## src/rtl/vga_sync_gen_if.sv

```systemverilog
// VGA timing bundle: pixel strobe, pixel coordinates and sync/blanking outputs.
interface vga_sync_gen_if;
    logic       p_tick;
    logic [9:0] pixel_x;
    logic [9:0] pixel_y;
    logic       video_on;
    logic       hsync;
    logic       vsync;
    logic       frame_start;

    modport master (
        output p_tick, pixel_x, pixel_y, video_on, hsync, vsync, frame_start
    );

    modport slave (
        input  p_tick, pixel_x, pixel_y, video_on, hsync, vsync, frame_start
    );
endinterface

```

## src/rtl/vga_sync_gen.sv

```systemverilog
// 640x480@60Hz VGA timing generator; free-running, no backpressure. Outputs registered with 0 clk skew
// to pixel_x/pixel_y; defining VGA_SYNC_DELAY_EN delays hsync/vsync/video_on by SYNC_DELAY clks.
module vga_sync_gen #(
    parameter int H_DISPLAY  = 640,
    parameter int H_FRONT    = 16,
    parameter int H_SYNC     = 96,
    parameter int H_BACK     = 48,
    parameter int V_DISPLAY  = 480,
    parameter int V_FRONT    = 10,
    parameter int V_SYNC     = 2,
    parameter int V_BACK     = 33,
    parameter int TICK_DIV   = 4
`ifdef VGA_SYNC_DELAY_EN
    , parameter int SYNC_DELAY = 2
`endif
) (
    input  logic           clk,
    input  logic           reset,
    vga_sync_gen_if.master vga
);

    localparam int H_TOTAL = H_DISPLAY + H_FRONT + H_SYNC + H_BACK;
    localparam int V_TOTAL = V_DISPLAY + V_FRONT + V_SYNC + V_BACK;
    localparam int DIV_W   = $clog2(TICK_DIV);

    localparam logic [DIV_W-1:0] DIV_LAST = DIV_W'(TICK_DIV - 1);
    localparam logic [9:0] H_LAST   = 10'(H_TOTAL - 1);
    localparam logic [9:0] V_LAST   = 10'(V_TOTAL - 1);
    localparam logic [9:0] H_VIS    = 10'(H_DISPLAY);
    localparam logic [9:0] V_VIS    = 10'(V_DISPLAY);
    localparam logic [9:0] HS_FIRST = 10'(H_DISPLAY + H_FRONT);
    localparam logic [9:0] HS_LAST  = 10'(H_DISPLAY + H_FRONT + H_SYNC - 1);
    localparam logic [9:0] VS_FIRST = 10'(V_DISPLAY + V_FRONT);
    localparam logic [9:0] VS_LAST  = 10'(V_DISPLAY + V_FRONT + V_SYNC - 1);

    logic [DIV_W-1:0] div_cnt, div_next;
    logic [9:0]       x_cnt, y_cnt, x_next, y_next;
    logic             tick, line_end;
    logic             p_tick_r, hsync_r, vsync_r, video_on_r, frame_start_r;

    always_comb begin
        tick     = (div_cnt == DIV_LAST);
        line_end = tick && (x_cnt == H_LAST);
        div_next = tick ? '0 : div_cnt + DIV_W'(1);
        x_next   = x_cnt;
        y_next   = y_cnt;
        if (tick) begin
            x_next = line_end ? '0 : x_cnt + 10'd1;
        end
        if (line_end) begin
            y_next = (y_cnt == V_LAST) ? '0 : y_cnt + 10'd1;
        end
    end

    // Flags decode the next-state counters so they land on the same edge as pixel_x/pixel_y.
    always_ff @(posedge clk) begin
        if (reset) begin
            div_cnt       <= '0;
            x_cnt         <= '0;
            y_cnt         <= '0;
            p_tick_r      <= 1'b0;
            hsync_r       <= 1'b1;
            vsync_r       <= 1'b1;
            video_on_r    <= 1'b0;
            frame_start_r <= 1'b0;
        end else begin
            div_cnt       <= div_next;
            x_cnt         <= x_next;
            y_cnt         <= y_next;
            p_tick_r      <= (div_next == DIV_LAST);
            hsync_r       <= !((x_next >= HS_FIRST) && (x_next <= HS_LAST));
            vsync_r       <= !((y_next >= VS_FIRST) && (y_next <= VS_LAST));
            video_on_r    <= (x_next < H_VIS) && (y_next < V_VIS);
            frame_start_r <= line_end && (y_cnt == V_LAST);
        end
    end

    assign vga.p_tick      = p_tick_r;
    assign vga.pixel_x     = x_cnt;
    assign vga.pixel_y     = y_cnt;
    assign vga.frame_start = frame_start_r;

`ifdef VGA_SYNC_DELAY_EN
    logic [SYNC_DELAY-1:0] hs_sr, vs_sr, vo_sr;

    always_ff @(posedge clk) begin
        if (reset) begin
            hs_sr <= '1;
            vs_sr <= '1;
            vo_sr <= '0;
        end else begin
            hs_sr <= SYNC_DELAY'({hs_sr, hsync_r});
            vs_sr <= SYNC_DELAY'({vs_sr, vsync_r});
            vo_sr <= SYNC_DELAY'({vo_sr, video_on_r});
        end
    end

    assign vga.hsync    = hs_sr[SYNC_DELAY-1];
    assign vga.vsync    = vs_sr[SYNC_DELAY-1];
    assign vga.video_on = vo_sr[SYNC_DELAY-1];
`else
    assign vga.hsync    = hsync_r;
    assign vga.vsync    = vsync_r;
    assign vga.video_on = video_on_r;
`endif

endmodule

```

## src/flat_wrapper.sv

```systemverilog
// flat-port wrapper written by rule: the top's interface ports become plain ports
module vga_sync_gen_flat 
#(
    parameter int H_DISPLAY  = 640,
    parameter int H_FRONT    = 16,
    parameter int H_SYNC     = 96,
    parameter int H_BACK     = 48,
    parameter int V_DISPLAY  = 480,
    parameter int V_FRONT    = 10,
    parameter int V_SYNC     = 2,
    parameter int V_BACK     = 33,
    parameter int TICK_DIV   = 4

)
  (clk, reset, vga_p_tick, vga_pixel_x, vga_pixel_y, vga_video_on, vga_hsync, vga_vsync, vga_frame_start);
  vga_sync_gen_if vga_i ();
  input  logic clk;
  input  logic reset;
  output wire logic [$bits(vga_i.p_tick)-1:0] vga_p_tick;
  output wire logic [$bits(vga_i.pixel_x)-1:0] vga_pixel_x;
  output wire logic [$bits(vga_i.pixel_y)-1:0] vga_pixel_y;
  output wire logic [$bits(vga_i.video_on)-1:0] vga_video_on;
  output wire logic [$bits(vga_i.hsync)-1:0] vga_hsync;
  output wire logic [$bits(vga_i.vsync)-1:0] vga_vsync;
  output wire logic [$bits(vga_i.frame_start)-1:0] vga_frame_start;
  assign vga_p_tick = vga_i.p_tick;
  assign vga_pixel_x = vga_i.pixel_x;
  assign vga_pixel_y = vga_i.pixel_y;
  assign vga_video_on = vga_i.video_on;
  assign vga_hsync = vga_i.hsync;
  assign vga_vsync = vga_i.vsync;
  assign vga_frame_start = vga_i.frame_start;
  vga_sync_gen #(.H_DISPLAY(H_DISPLAY), .H_FRONT(H_FRONT), .H_SYNC(H_SYNC), .H_BACK(H_BACK), .V_DISPLAY(V_DISPLAY), .V_FRONT(V_FRONT), .V_SYNC(V_SYNC), .V_BACK(V_BACK), .TICK_DIV(TICK_DIV)) u_core (.clk(clk), .reset(reset), .vga(vga_i));
endmodule
```

## config.mk

```make
export PLATFORM = sky130hd
export DESIGN_NAME = vga_sync_gen_flat
export DESIGN_NICKNAME = d
export VERILOG_FILES = /design/src/rtl/vga_sync_gen_if.sv /design/src/rtl/vga_sync_gen.sv /design/src/flat_wrapper.sv
export SDC_FILE = /design/constraint.sdc
export NUM_CORES = 1
export LEC_CHECK = 0
export CORE_MARGIN = 3
export CORE_UTILIZATION = 51
export CTS_CLUSTER_SIZE = 10
export DETAILED_ROUTE_END_ITERATION = 10
export PLACE_DENSITY = 0.89
export SYNTH_ARGS = -nofsm -noshare
export SYNTH_HDL_FRONTEND = slang
export SYNTH_SLANG_ARGS = --single-unit
```

## constraint.sdc

```tcl
create_clock -name clk -period 4.9 [get_ports clk]
set_input_delay 0.49 -clock clk [delete_from_list [all_inputs] [get_ports clk]]
set_output_delay 0.49 -clock clk [all_outputs]
set_load 0.01 [all_outputs]
```

==> qor.csv, run 1 <==
metric,value,unit
most frequent cells in the layout,"27 x dfxtp_1, 26 x clkdlybuf4s50_1, 23 x nor2_1",
Post-Place Worst Slack,2570,ps
"commonest non-fill, non-tap cell in the layout",dfxtp_1,
Routed WL,3.20,mm
status,"complete, no violations",
pwr/cell area,201,mW/mm2
gp weighted congestion,0.829,
ys async rst share,0,%
filler instances,229,
number of global-route vias before repair,1140,
final hold violations,0,
final worst path period share,48.1,%
Post-CTS Resized,0,
cells after synthesis,167,
WP data arrival,2570,ps
# rows,18,
Netlist cell types,40,
Final Max Slew Viols,0,
Post-DP HPWL,2.29,mm
antenna cells,0,
Avg WL per Cell,14.8,um
NumNets Final,194,
share of cells above drive strength 1,5.91,%
vias per cell,6.01,
WHS,471,ps
"EDFF count, synth",0,
Post-DRT Antenna Nets,0,
sequential share of the synthesized area,37.6,%
routed vias,1299,
setup TNS,0,ps
die area,0.00349,mm2
FMAX,425,MHz
critical path type,register to register,
DRT Pass-1 Iters,4,
leakage power,0.588,nW
"FF+latch count, synth",27,
chip height,59.1,um
syn nets,174,
DRC Markers,0,
die width,59.1,um
# Max-Cap Violations,0,
WP data required,5110,ps
remaining global-route overflow,0,
Multi-input gate area,802,um2
initial detailed-routing violation count,41,
"Min Clock Period, post-route",2360,ps
Core ar.,0.00257,mm2
RSZ-0062 raised after global routing,no,
CP Max Fanout,15,
largest net degree at the start of global routing,24,
Rel. slew slack,41.5,%
Worst setup SP type,register,
CP Capture Type,register,
initial antenna violation count,0,
H-tree Lvls,1,
Ports,27,
hold buffers post-CTS,0,
Synthesis Warnings,0,
clock root cell,clkbuf_4,
CTS Buf Count,3,
IR Drop Worst-Case VDD,133,uV
Layout Skew,2.54,ps
first-pass GRT wire length,5.26,mm
number of port buffers,26,
worst slew pin tran,874,ps
Post-CTS Setup Inserts,0,
Worst Slack Setup Final,2540,ps
total area of sequential cells,541,um2
Mapped Area,0.00144,mm2
GRT Overall Usage,19.1,%
Avg Inst Size Synth,8.62,um2
post-layout util,65.6,%
clk slew on worst S/H paths,140,ps
P&R area growth vs syn,17.1,%
ys flop type,dfxtp_1,
Clock Path Buffers,2,
Initial Util,56.0,%
Min-Delay Path Class,register to register,
clk sinks,27,
Setup-failing EPs final,0,
TritonCTS clock tree,done,
Skew-Pair Late Insertion Delay,320,ps
## cells in the mapped netlist (2+ instances only)
cell / instances / share of area [%]
dfxtp_1: 27 / 38
nor2_1: 23 / 6.0
a21oi_1: 10 / 3.5
nor3_1: 10 / 3.5
o21ai_0: 8 / 2.8
xor2_1: 7 / 4.3
nand2_1: 6 / 1.6
nand3_1: 6 / 2.1
nand4_1: 6 / 2.6
and3_1: 5 / 2.2
buf_2: 5 / 1.7
ha_1: 5 / 4.3
inv_1: 5 / 1.3
xnor2_1: 5 / 3.0
buf_6: 4 / 3.1
a31oi_1: 3 / 1.3
nand3_2: 3 / 2.1
nor4b_1: 3 / 1.8
and2_1: 2 / 0.87
and4_1: 2 / 1.2
clkbuf_1: 2 / 0.52
mux2i_1: 2 / 1.4
## critical path: stages (launching register included)
cell and delay, ps:
dfxtp_1 380, ha_1 330, and3_4 290, and3_1 500, nand3_2 120, xor2_1 190
nor4b_2 320, nand4b_1 120
## metal layers
layer  share of wire, %  vias up  track usage, %
met4                1.4        0            7.77
met1                 44      616            23.4
met3                5.2        6            3.70
li1                   -      634               -
met5                  0        -               0
met2                 49       43            32.8
## registers in the layout, summed over array words and instances, names as in the netlist
name,count
u_core.vga.pixel_x,10
u_core.div_cnt,2
u_core.vga.p_tick,1
u_core.vga.vsync,1
u_core.vga.pixel_y,10
u_core.vga.frame_start,1
u_core.vga.video_on,1
u_core.vga.hsync,1
## cell type report
class                           instances  area share (%)
Multi-Input combinational cell        124            47.6
Sequential cell                        27            32.1
Timing Repair Buffer                   26            15.4
Tap cell                               30            2.23
Clock buffer                            4            1.56
Inverter                                5            1.11
## worst paths after layout
check,start,endpoint,slack (ps),cells past startpoint
worst max-delay path,u_core.div_cnt[0],u_core.vga.vsync,2540,7
worst min-delay path,u_core.div_cnt[0],u_core.div_cnt[0],470,1
worst max register to register,u_core.div_cnt[0],u_core.vga.vsync,2540,7
worst min register to register,u_core.div_cnt[0],u_core.div_cnt[0],470,1
## power breakdown
group	switching, mW	total [mW]	internal [mW]
clock network	0.0647	0.0965	0.0318
logic	0.00859	0.0160	0.00741
registers	0.00247	0.226	0.223
## kinds of logic (layout without fill, tap and decap cells)
| group | Yosys count | in the layout | synth area share (%) |
|---|---|---|---|
| and+or+nand+nor | 78 | 78 | 31.7 |
| AOI/OAI and AO/OA | 27 | 27 | 11.0 |
| DFF | 27 | 27 | 37.6 |
| buffers and inverters | 16 | 35 | 6.70 |
| xor gates and xnor gates | 12 | 12 | 7.30 |
| adders and majority gates | 5 | 5 | 4.35 |
| muxes | 2 | 2 | 1.39 |
## stage by stage
step,area (um2),cells,total power [mW]
final,1690,216,0.338
after global routing,1690,216,0.355
after CTS,1690,216,0.343
after detailed placement,1660,212,0.246
after global placement,1660,212,0.245
after floorplan,1440,167,0.241
Power figures use the tool's default switching activity.
==> inputs of run 2 (changes only) <==
--- a/config.mk
+++ b/config.mk
@@ -6,10 +6,10 @@
 export NUM_CORES = 1
 export LEC_CHECK = 0
 export CORE_MARGIN = 3
-export CORE_UTILIZATION = 51
+export CORE_UTILIZATION = 46
 export CTS_CLUSTER_SIZE = 10
 export DETAILED_ROUTE_END_ITERATION = 10
-export PLACE_DENSITY = 0.89
+export PLACE_DENSITY = 0.86
 export SYNTH_ARGS = -nofsm -noshare
 export SYNTH_HDL_FRONTEND = slang
 export SYNTH_SLANG_ARGS = --single-unit
==> constraint.sdc (replaced) <==
create_clock -name clk -period 2.1 [get_ports clk]
set_input_delay 0.21 -clock clk [delete_from_list [all_inputs] [get_ports clk]]
set_output_delay 0.21 -clock clk [all_outputs]
set_load 0.01 [all_outputs]
==> qor.csv, run 2 (synthesis gave the netlist of run 1 again) <==
metric,value,unit
WHS,474,ps
Worst Slack Setup Final,186,ps
remaining global-route overflow,0,
gp weighted congestion,0.853,
Core ar.,0.00288,mm2
Post-DRT Antenna Nets,0,
critical path type,register to register,
Initial Util,50.0,%
# rows,19,
"Cell Area, Placed",0.00173,mm2
die area,0.00384,mm2
CP Max Fanout,9,
Ports,27,
DRC Markers,0,
clk sinks,27,
CTS Buf Count,3,
antenna cells,0,
CP Capture Type,register,
Post-Place Worst Slack,103,ps
"Power, Total",798,uW
Min-Delay Path Class,register to register,
FMAX,522,MHz
clk slew on worst S/H paths,150,ps
Post-DP HPWL,2.56,mm
H-tree Lvls,1,
most frequent cells in the layout,"26 x clkdlybuf4s50_1, 26 x dfxtp_1, 23 x nor2_1",
crit path from,u_core.vga.pixel_x[1],
RSZ-0062 raised after global routing,no,
top layer in use,met4,
final worst path period share,91.2,%
routed vias,1324,
metal2 WL,1.70,mm
reg-to-reg endpoint,u_core.vga.vsync,
vias per cell,5.63,
setup TNS,0,ps
Final Max Slew Viols,0,
Worst setup SP type,register,
post-route cell area,0.00176,mm2
GRT Overall Usage,18.7,%
largest net degree at the start of global routing,16,
Routed WL,3.38,mm
post-layout util,61.1,%
Layout Skew,14.7,ps
Avg WL per Cell,14.4,um
filler instances,248,
worst slew pin tran,422,ps
Critical Path End,u_core.vga.vsync,
"Min Clock Period, post-route",1910,ps
TritonCTS clock tree,done,
status,"complete, no violations",
number of global-route vias before repair,1214,
leakage power,0.628,nW
final non-filler cell total,235,
Register-to-Register Path Depth,7,
flop2flop setup slack,190,ps
IR Drop Worst-Case VDD,305,uV
DRT met1 WL,1.47,mm
first-pass GRT wire length,5.39,mm
Post-CTS Setup Inserts,0,
DRT Pass-1 Iters,5,
clock root cell,clkbuf_4,
# Max-Cap Violations,0,
number of port buffers,26,
pwr/cell area,454,mW/mm2
met3 wire length,152,um
Inst Count DP,231,
worst r2r src,u_core.vga.pixel_x[1],
WP data required,2330,ps
initial detailed-routing violation count,80,
hold buffers post-CTS,0,
chip height,61.9,um
Skew-Pair Late Insertion Delay,340,ps
final hold violations,0,
NumNets Final,201,
share of cells above drive strength 1,10.9,%
Clock Path Buffers,2,
die width,61.9,um
Rel. slew slack,71.8,%
WP data arrival,2150,ps
P&R area growth vs syn,22.1,%
Setup-failing EPs final,0,
initial antenna violation count,0,
==> run 2: area by class of cell <==
type / instances / area, um2 / area share [%]
Sequential cell: 27 / 542 / 30.8
Inverter: 5 / 18.8 / 1.07
Timing Repair Buffer: 33 / 313 / 17.8
Clock buffer: 3 / 22.5 / 1.28
Multi-Input combinational cell: 124 / 803 / 45.7
Clock inverter: 1 / 5.00 / 0.285
Tap cell: 42 / 52.6 / 2.99
==> run 2: metal layers <==
layer / GRT usage, % / up-vias
met1: 23.1 / 630
met4: 6.67 / 0
met5: 0 / -
met2: 32.3 / 43
li1: - / 643
met3: 3.51 / 8
==> run 2: what timing repair did <==
action,4_1_cts,5_1_grt
hold endpoints to repair,0,0
gates resized for setup,0,2
endpoints found under the setup margin,0,2
==> run 2: worst min-delay path by stage <==
stage,from,endpoint,cells after the start
floorplan,reset,u_core.vga.hsync,2
global placement,u_core.div_cnt[0],u_core.div_cnt[0],1
detailed placement,u_core.div_cnt[0],u_core.div_cnt[0],1
CTS,u_core.div_cnt[0],u_core.div_cnt[0],1
global route,u_core.div_cnt[0],u_core.div_cnt[0],1
finish,u_core.div_cnt[0],u_core.div_cnt[0],1
==> run 2: report_power, final <==
part,internal [mW],switching (mW)
registers,0.521,0.00470
clock network,0.0716,0.157
logic,0.0209,0.0221
total,0.614,0.184
==> run 2: worst max-delay path, cell delays in order, from the launching register on <==
cell      delay, ps
dfxtp_2         400
ha_1            190
and3_4          250
nand3_2         210
nor2_1          210
xnor2_1         120
nor4b_2         320
nand4b_1        130
